<file path="config.mk">
export PLATFORM = sky130hd
export DESIGN_NAME = pkt_tx_sched
export DESIGN_NICKNAME = d
export VERILOG_FILES = /design/src/rtl/pkt_tx_sched.sv
export SDC_FILE = /design/constraint.sdc
export NUM_CORES = 1
export LEC_CHECK = 0
export CAP_MARGIN = 20
export CORE_UTILIZATION = 47
export CTS_CLUSTER_DIAMETER = 40
export DETAILED_ROUTE_END_ITERATION = 10
export MAX_ROUTING_LAYER = met4
export PLACE_DENSITY = 0.84
export SLEW_MARGIN = 25
export SYNTH_ARGS = -nofsm -noshare
export SYNTH_HDL_FRONTEND = slang
export SYNTH_SLANG_ARGS = --single-unit
</file>
<file path="constraint.sdc">
create_clock -name clk -period 2.83 [get_ports clk]
set_clock_uncertainty 0.2 [all_clocks]
set_input_delay 0.566 -clock clk [delete_from_list [all_inputs] [get_ports clk]]
set_output_delay 0.566 -clock clk [all_outputs]
set_load 0.02 [all_outputs]
</file>
<file path="src/rtl/pkt_tx_sched.sv">
// Transmit scheduler: round-robin over NUM_REQ requesters plus a priority kill source,
// emitting 8-byte radio frames. Optional stall watchdog enabled by PKT_TX_WDOG_EN.
//
// state | meaning
// IDLE  | waiting for kill_req or a requester; grant/ack decoded combinationally
// SEND  | presenting frame bytes B0..B7 on tx_frame
// GAP   | forced inter-frame idle, gap_cnt counts down to zero
module pkt_tx_sched #(
  parameter int         NUM_REQ     = 4,
  parameter logic [7:0] SYNC0       = 8'hA5,
  parameter logic [7:0] SYNC1       = 8'h5A,
  parameter int         IFG_CYCLES  = 4,
  parameter int         WDOG_CYCLES = 1024
) (
  input  logic                  clk,
  input  logic                  rst,
  input  logic [7:0]            own_id,
  input  logic [NUM_REQ-1:0]    req_valid,
  input  logic [8*NUM_REQ-1:0]  req_dst,
  input  logic [16*NUM_REQ-1:0] req_data,
  output logic [NUM_REQ-1:0]    req_ready,
  input  logic                  kill_req,
  output logic                  kill_ack,
  output logic [7:0]            tx_frame,
  output logic                  tx_valid,
  input  logic                  tx_ready,
  output logic                  busy,
  output logic                  tx_abort
);

  localparam int IDX_W = $clog2(NUM_REQ);
  localparam int GAP_W = $clog2(IFG_CYCLES + 1);

  if (NUM_REQ < 2 || NUM_REQ > 8) begin : g_bad_num_req
    $error("pkt_tx_sched: NUM_REQ must be 2..8");
  end
  if (IFG_CYCLES < 1) begin : g_bad_ifg
    $error("pkt_tx_sched: IFG_CYCLES must be >= 1");
  end
  if (WDOG_CYCLES < 1) begin : g_bad_wdog
    $error("pkt_tx_sched: WDOG_CYCLES must be >= 1");
  end

  typedef enum logic [1:0] {IDLE, SEND, GAP} state_t;

  state_t           state;
  logic [IDX_W-1:0] rr_ptr;
  logic [IDX_W-1:0] grant_idx;
  logic             grant_found;
  logic [2:0]       byte_idx;
  logic [2:0]       nxt_idx;
  logic [7:0]       seq;
  logic [7:0]       dst_q;
  logic [7:0]       src_q;
  logic [15:0]      data_q;
  logic             kill_q;
  logic [GAP_W-1:0] gap_cnt;
  logic [7:0]       chk;
  logic [7:0]       next_byte;
  logic             idle_ok;
  logic             take_kill;
  logic             take_req;

`ifdef PKT_TX_WDOG_EN
  localparam int WD_W = $clog2(WDOG_CYCLES + 1);
  logic [WD_W-1:0]  wdog_cnt;
  logic             abort_q;
  assign tx_abort = abort_q;
`else
  assign tx_abort = 1'b0;
`endif

  // First pending requester at or after rr_ptr, wrapping around.
  always_comb begin
    grant_found = 1'b0;
    grant_idx   = '0;
    for (int k = 0; k < NUM_REQ; k++) begin
      if (!grant_found && req_valid[(int'(rr_ptr) + k) % NUM_REQ]) begin
        grant_found = 1'b1;
        grant_idx   = IDX_W'((int'(rr_ptr) + k) % NUM_REQ);
      end
    end
  end

  // Grant is masked while reset is asserted so nothing transfers during reset.
  assign idle_ok   = rst && (state == IDLE);
  assign take_kill = idle_ok && kill_req;
  assign take_req  = idle_ok && !kill_req && grant_found;
  assign kill_ack  = take_kill;
  assign busy      = (state != IDLE);

  always_comb begin
    req_ready = '0;
    for (int k = 0; k < NUM_REQ; k++) begin
      req_ready[k] = take_req && (grant_idx == IDX_W'(k));
    end
  end

  assign chk     = dst_q ^ src_q ^ data_q[15:8] ^ data_q[7:0] ^ seq;
  assign nxt_idx = byte_idx + 3'd1;

  always_comb begin
    next_byte = 8'h00;
    case (nxt_idx)
      3'd0: next_byte = SYNC0;
      3'd1: next_byte = SYNC1;
      3'd2: next_byte = dst_q;
      3'd3: next_byte = src_q;
      3'd4: next_byte = data_q[15:8];
      3'd5: next_byte = data_q[7:0];
      3'd6: next_byte = seq;
      3'd7: next_byte = chk;
      default: next_byte = 8'h00;
    endcase
  end

  always_ff @(posedge clk) begin
    if (!rst) begin
      state    <= IDLE;
      rr_ptr   <= '0;
      seq      <= 8'h00;
      gap_cnt  <= '0;
      byte_idx <= 3'd0;
      tx_valid <= 1'b0;
      tx_frame <= 8'h00;
      dst_q    <= 8'h00;
      src_q    <= 8'h00;
      data_q   <= 16'h0000;
      kill_q   <= 1'b0;
`ifdef PKT_TX_WDOG_EN
      wdog_cnt <= '0;
      abort_q  <= 1'b0;
`endif
    end else begin
`ifdef PKT_TX_WDOG_EN
      abort_q <= 1'b0;
`endif
      case (state)
        IDLE: begin
          if (take_kill) begin
            dst_q    <= 8'hFF;
            src_q    <= 8'hFF;
            data_q   <= 16'hFFFF;
            kill_q   <= 1'b1;
            state    <= SEND;
            byte_idx <= 3'd0;
            tx_valid <= 1'b1;
            tx_frame <= SYNC0;
`ifdef PKT_TX_WDOG_EN
            wdog_cnt <= WD_W'(WDOG_CYCLES);
`endif
          end else if (take_req) begin
            dst_q    <= req_dst[8*grant_idx +: 8];
            src_q    <= own_id;
            data_q   <= req_data[16*grant_idx +: 16];
            kill_q   <= 1'b0;
            rr_ptr   <= (grant_idx == IDX_W'(NUM_REQ - 1)) ? '0 : grant_idx + 1'b1;
            state    <= SEND;
            byte_idx <= 3'd0;
            tx_valid <= 1'b1;
            tx_frame <= SYNC0;
`ifdef PKT_TX_WDOG_EN
            wdog_cnt <= WD_W'(WDOG_CYCLES);
`endif
          end
        end
        SEND: begin
          if (tx_ready) begin
            if (byte_idx == 3'd7) begin
              tx_valid <= 1'b0;
              tx_frame <= 8'h00;
              state    <= GAP;
              gap_cnt  <= GAP_W'(IFG_CYCLES);
              if (!kill_q) seq <= seq + 8'd1;
            end else begin
              byte_idx <= nxt_idx;
              tx_frame <= next_byte;
`ifdef PKT_TX_WDOG_EN
              wdog_cnt <= WD_W'(WDOG_CYCLES);
`endif
            end
          end
`ifdef PKT_TX_WDOG_EN
          // Stalled: abort on the WDOG_CYCLES-th consecutive refused cycle.
          else if (wdog_cnt <= WD_W'(1)) begin
            abort_q  <= 1'b1;
            tx_valid <= 1'b0;
            tx_frame <= 8'h00;
            state    <= GAP;
            gap_cnt  <= GAP_W'(IFG_CYCLES);
          end else begin
            wdog_cnt <= wdog_cnt - 1'b1;
          end
`endif
        end
        GAP: begin
          if (gap_cnt <= GAP_W'(1)) begin
            gap_cnt <= '0;
            state   <= IDLE;
          end else begin
            gap_cnt <= gap_cnt - 1'b1;
          end
        end
        default: state <= IDLE;
      endcase
    end
  end

endmodule

</file>
==> flow_summary.html <==
<table>
<tr><th>Metric</th><th>Value</th></tr>
<tr><th colspan="2">Outcome</th></tr>
<tr><td>Status</td><td>completed</td></tr>
<tr><th colspan="2">Cells and area</th></tr>
<tr><td>Area growth from synthesis to layout</td><td>42.2%</td></tr>
<tr><td>Count of fill cells added during filler insertion</td><td>between 600 and 700</td></tr>
<tr><td>Post-layout nets</td><td>668</td></tr>
<tr><td>Area occupied by multi-input gates</td><td>0.00249 mm²</td></tr>
<tr><td>Post-Layout Cell Count</td><td>650</td></tr>
<tr><td>Layout cell share with drive strength beyond 1</td><td>14.2%</td></tr>
<tr><td>Number of inserted diodes</td><td>0</td></tr>
<tr><td>Sequential cell area</td><td>0.00120 mm²</td></tr>
<tr><th colspan="2">Floorplan</th></tr>
<tr><td>Overall die area</td><td>0.00865 mm²</td></tr>
<tr><td>Effective utilization at floorplan</td><td>49.6%</td></tr>
<tr><td>Die extent in x</td><td>around 93 µm</td></tr>
<tr><td>Number of cell rows</td><td>32</td></tr>
<tr><td>Total core area</td><td>between 0.007 and 0.008 mm²</td></tr>
<tr><td>Die Ht</td><td>93.0 µm</td></tr>
<tr><td>Ports placed on the boundary</td><td>~130</td></tr>
<tr><th colspan="2">Routing</th></tr>
<tr><td>Pre-antenna DRT Iters</td><td>8</td></tr>
<tr><td>Final routed wire length divided by cell count</td><td>between 15 and 20 µm</td></tr>
<tr><td>Detailed-route DRC error count</td><td>0</td></tr>
<tr><td>Final antenna-violating net count</td><td>0</td></tr>
<tr><td>Iteration-0 DRC count of the detailed router</td><td>342</td></tr>
<tr><td>Average via count per standard cell</td><td>5.71</td></tr>
<tr><td>Detailed-route via count</td><td>3712</td></tr>
<tr><td>Final WL</td><td>around 11 mm</td></tr>
<tr><th colspan="2">GRT</th></tr>
<tr><td>Via count of the first global-routing pass</td><td>3744</td></tr>
<tr><td>Initial antenna violation count</td><td>0</td></tr>
<tr><td>Global route overflow</td><td>0</td></tr>
<tr><td>Global-route usage over all layers</td><td>between 20% and 30%</td></tr>
<tr><td>Global-route wire length before repair</td><td>17.8 mm</td></tr>
<tr><td>Maximum number of pins on one net before global-route repair</td><td>49</td></tr>
<tr><th colspan="2">Timing</th></tr>
<tr><td>RSZ-0062 raised after global routing</td><td>true</td></tr>
<tr><td>Slew headroom</td><td>35.2%</td></tr>
<tr><td>Ratio of final minimum period to clock period</td><td>between 90 and 100%</td></tr>
<tr><td>Slew at the pin closest to its max-slew limit</td><td>0.968 ns</td></tr>
<tr><td>Maximum operating frequency</td><td>362 MHz</td></tr>
<tr><td>Final period demand of the worst path</td><td>2.76 ns</td></tr>
<tr><td>Count of final max-slew check failures</td><td>0</td></tr>
<tr><td>Number of endpoints with negative hold slack in the final report</td><td>0</td></tr>
<tr><td>Setup Viol. Count Final</td><td>0</td></tr>
<tr><th colspan="2">Clocking</th></tr>
<tr><td>Count of H-tree levels built during CTS</td><td>3</td></tr>
<tr><td>Clk sinks</td><td>60</td></tr>
<tr><td>Clock tree from TritonCTS</td><td>yes</td></tr>
<tr><td>Clock root cell</td><td>clkbuf_8</td></tr>
<tr><td>Number of CTS-inserted buffers</td><td>9</td></tr>
<tr><td>Maximum buffer depth of the clock tree</td><td>2</td></tr>
<tr><td>Skew-Pair Late Insertion Delay</td><td>between 0.3 and 0.4 ns</td></tr>
<tr><td>Clk pin slew, worst setup/hold paths</td><td>0.06 ns</td></tr>
<tr><th colspan="2">Yosys</th></tr>
<tr><td>Portion of the post-synthesis area used by sequential elements</td><td>30.9%</td></tr>
<tr><td>Per-instance average area after synthesis</td><td>9.47 µm²</td></tr>
<tr><td>Ys Warns</td><td>0</td></tr>
<tr><td>Total of flip-flops plus latches after synthesis</td><td>60</td></tr>
<tr><td>Post-Synthesis Cells</td><td>411</td></tr>
<tr><td>Number of nets produced by synthesis</td><td>536</td></tr>
<tr><td>FFs w/ async S/R, synth</td><td>0%</td></tr>
<tr><td>Count of different cell masters after synthesis</td><td>57</td></tr>
<tr><td>Synth Flop Type</td><td>dfxtp_1</td></tr>
<tr><td>Post-synthesis instance area</td><td>about 0.0039 mm²</td></tr>
<tr><td>Post-synth EDFFs</td><td>0</td></tr>
<tr><th colspan="2">Setup path</th></tr>
<tr><td>Cell at the slowest stage of the critical path</td><td>or4_4</td></tr>
<tr><td>Worst R2R Start</td><td>rr_ptr[0]</td></tr>
<tr><td>Critical path, cell by cell</td><td>dlygate4sd2_1, buf_4, or4_4, nand3_2, nor2_1, and2_1, buf_2</td></tr>
<tr><td>Worst path max stage delay</td><td>0.54 ns</td></tr>
<tr><td>Number of buffer and inverter instances along the worst setup path</td><td>3</td></tr>
<tr><td>CP Capture Type</td><td>primary output</td></tr>
<tr><td>Top cell family by delay on the critical path</td><td>simple AND/OR/NAND/NOR gates</td></tr>
<tr><td>Crit-path max FO</td><td>5</td></tr>
<tr><td>Origin of the worst setup path</td><td>req_valid[0]</td></tr>
<tr><td>Arrival time of the worst setup path</td><td>1.99 ns</td></tr>
<tr><td>Path type of the worst setup path</td><td>in -&gt; out</td></tr>
<tr><td>Crit start category</td><td>input pin</td></tr>
<tr><td>Worst Path Required</td><td>2.06 ns</td></tr>
<tr><th colspan="2">Placed design</th></tr>
<tr><td>Count of buffers from port buffering</td><td>126</td></tr>
<tr><td>GPL Wtd Cong</td><td>0.893</td></tr>
<tr><td>Placed wire-length estimate after detailed placement</td><td>8.36 mm</td></tr>
<tr><td>Dpl cells</td><td>630</td></tr>
<tr><th colspan="2">Power</th></tr>
<tr><td>Total power of the final layout</td><td>2.55 mW</td></tr>
<tr><td>Peak supply drop</td><td>~0.30 mV</td></tr>
<tr><td>Leakage power total</td><td>2.15 nW</td></tr>
<tr><td>Cell Pwr Density</td><td>~460 mW/mm²</td></tr>
<tr><th colspan="2">Flow run</th></tr>
<tr><td>Reported max-cap violation count</td><td>0</td></tr>
<tr><th colspan="2">Hold path</th></tr>
<tr><td>Launch instance of the worst min-delay path</td><td>tx_frame[5]</td></tr>
<tr><td>Worst hold path type</td><td>reg -&gt; reg</td></tr>
</table>
==> worst paths after layout <==
| path | end | slack, ns | depth (start not counted) |
|---|---|---|---|
| worst min register to register | tx_frame[5] | 0.26 | 2 |
| worst max-delay path | req_ready[2] | 0.07 | 7 |
| worst min-delay path | tx_frame[5] | 0.26 | 2 |
| worst max register to register | data_q[0] | 0.28 | 7 |
==> synth_stat cells, drive strengths merged (11+ instances only) <==
cell type | count | area, µm²
clkbuf | 15 | 60.1
o21ai | 43 | 215
ha | 13 | 163
nand3 | 20 | 105
nand2 | 26 | 97.6
buf | 13 | 111
mux2i | 49 | 490
dfxtp | 60 | 1200
inv | 11 | 41.3
a221oi | 26 | 353
and2 | 12 | 75.1
xnor2 | 36 | 315
==> cell type report <==
| type | count | share of cell area, % |
|---|---|---|
| clock buffers | 12 | 2.80 |
| clock inverters | 4 | 1.72 |
| inverters | 11 | 0.746 |
| multi-input cells | 312 | 45.0 |
| flip-flops and latches | 60 | 21.7 |
| well taps | 102 | 2.31 |
| repair buffers | 149 | 25.7 |
==> what timing repair did <==
action | in CTS | in global routing
pin swaps | 2 | 2
hold buffers | 0 | 0
gates resized for setup | 23 | 1
buffers inserted | 4 | 0
setup endpoints to repair | 12 | 5
==> flip-flops by register name, indices dropped and copies added (netlist names) <==
name      cells
data_q       16
dst_q         8
seq           8
src_q         8
tx_frame      8
byte_idx      3
gap_cnt       3
rr_ptr        2
state         2
kill_q        1
tx_valid      1
==> tightest hold or removal path, stage by stage (launching register included) <==
cell	delay (ns)
dfxtp_1	0.32
nand2_1	0.05
o21ai_0	0.06
==> layer usage <==
| layer | global-route usage (%) | up-vias | part of all wire, % |
|---|---|---|---|
| li1 | - | 1788 | - |
| met1 | 29.5 | 1737 | 41 |
| met2 | 47.7 | 155 | 49 |
| met3 | 6.83 | 32 | 7.7 |
| met4 | 9.10 | 0 | 2.4 |
| met5 | - | - | 0 |
==> cells by family (layout without fill, tap and decap cells) <==
family,Yosys count,after routing,share of synthesized area (%)
AO/OA/AOI/OAI,112,112,23.6
AND/OR/NAND/NOR,97,97,13.7
flip-flops,60,60,30.9
multiplexers,51,51,13.2
buffers and inverters,39,176,5.47
XOR/XNOR,38,38,8.91
adder cells (fa/ha/maj),13,13,4.18
other,1,1,0.0964
==> report_power, final <==
group / leakage [nW] / internal [mW] / total (mW) / switching, mW
Sequential: 0.497 / 0.904 / 0.969 / 0.0656
Clock: 0.127 / 0.632 / 0.963 / 0.331
Combinational: 1.53 / 0.357 / 0.616 / 0.259
==> metrics by stage <==
step	setup slack (ns)	hold slack, ns	instance area (µm²)	TNS (ns)	utilization [%]
2_1_floorplan	0.247	0.260	3890	0	-
3_3_place_gp	-0.484	0.244	5270	-8.14	67.1
3_5_place_dp	-0.544	0.248	5270	-9.78	67.1
4_1_cts	0.0472	0.263	5530	0	70.5
5_1_grt	-0.0218	0.288	5530	-0.0218	70.5
6_report	0.0697	0.256	5530	0	70.5
==> layout by cell type, fill, tap and decap left out, drive strengths merged, types with 2 or more instances in the layout <==
cell type / count
clkdlybuf4s50: 118
dfxtp: 60
mux2i: 49
o21ai: 43
xnor2: 36
buf: 27
nand2: 26
a221oi: 26
nand3: 20
ha: 13
and2: 12
clkbuf: 12
inv: 11
nor2: 10
nor2b: 8
nor3: 6
a21oi: 5
a31oi: 5
a222oi: 5
a22oi: 5
dlygate4sd2: 4
nand2b: 3
a311oi: 3
nand4: 3
bufinv: 3
a211oi: 3
a21o: 2
and3: 2
a2bb2oi: 2
a22o: 2
mux2: 2
a21boi: 2
o22ai: 2
Note: power is estimated with default switching activity, not from simulation.
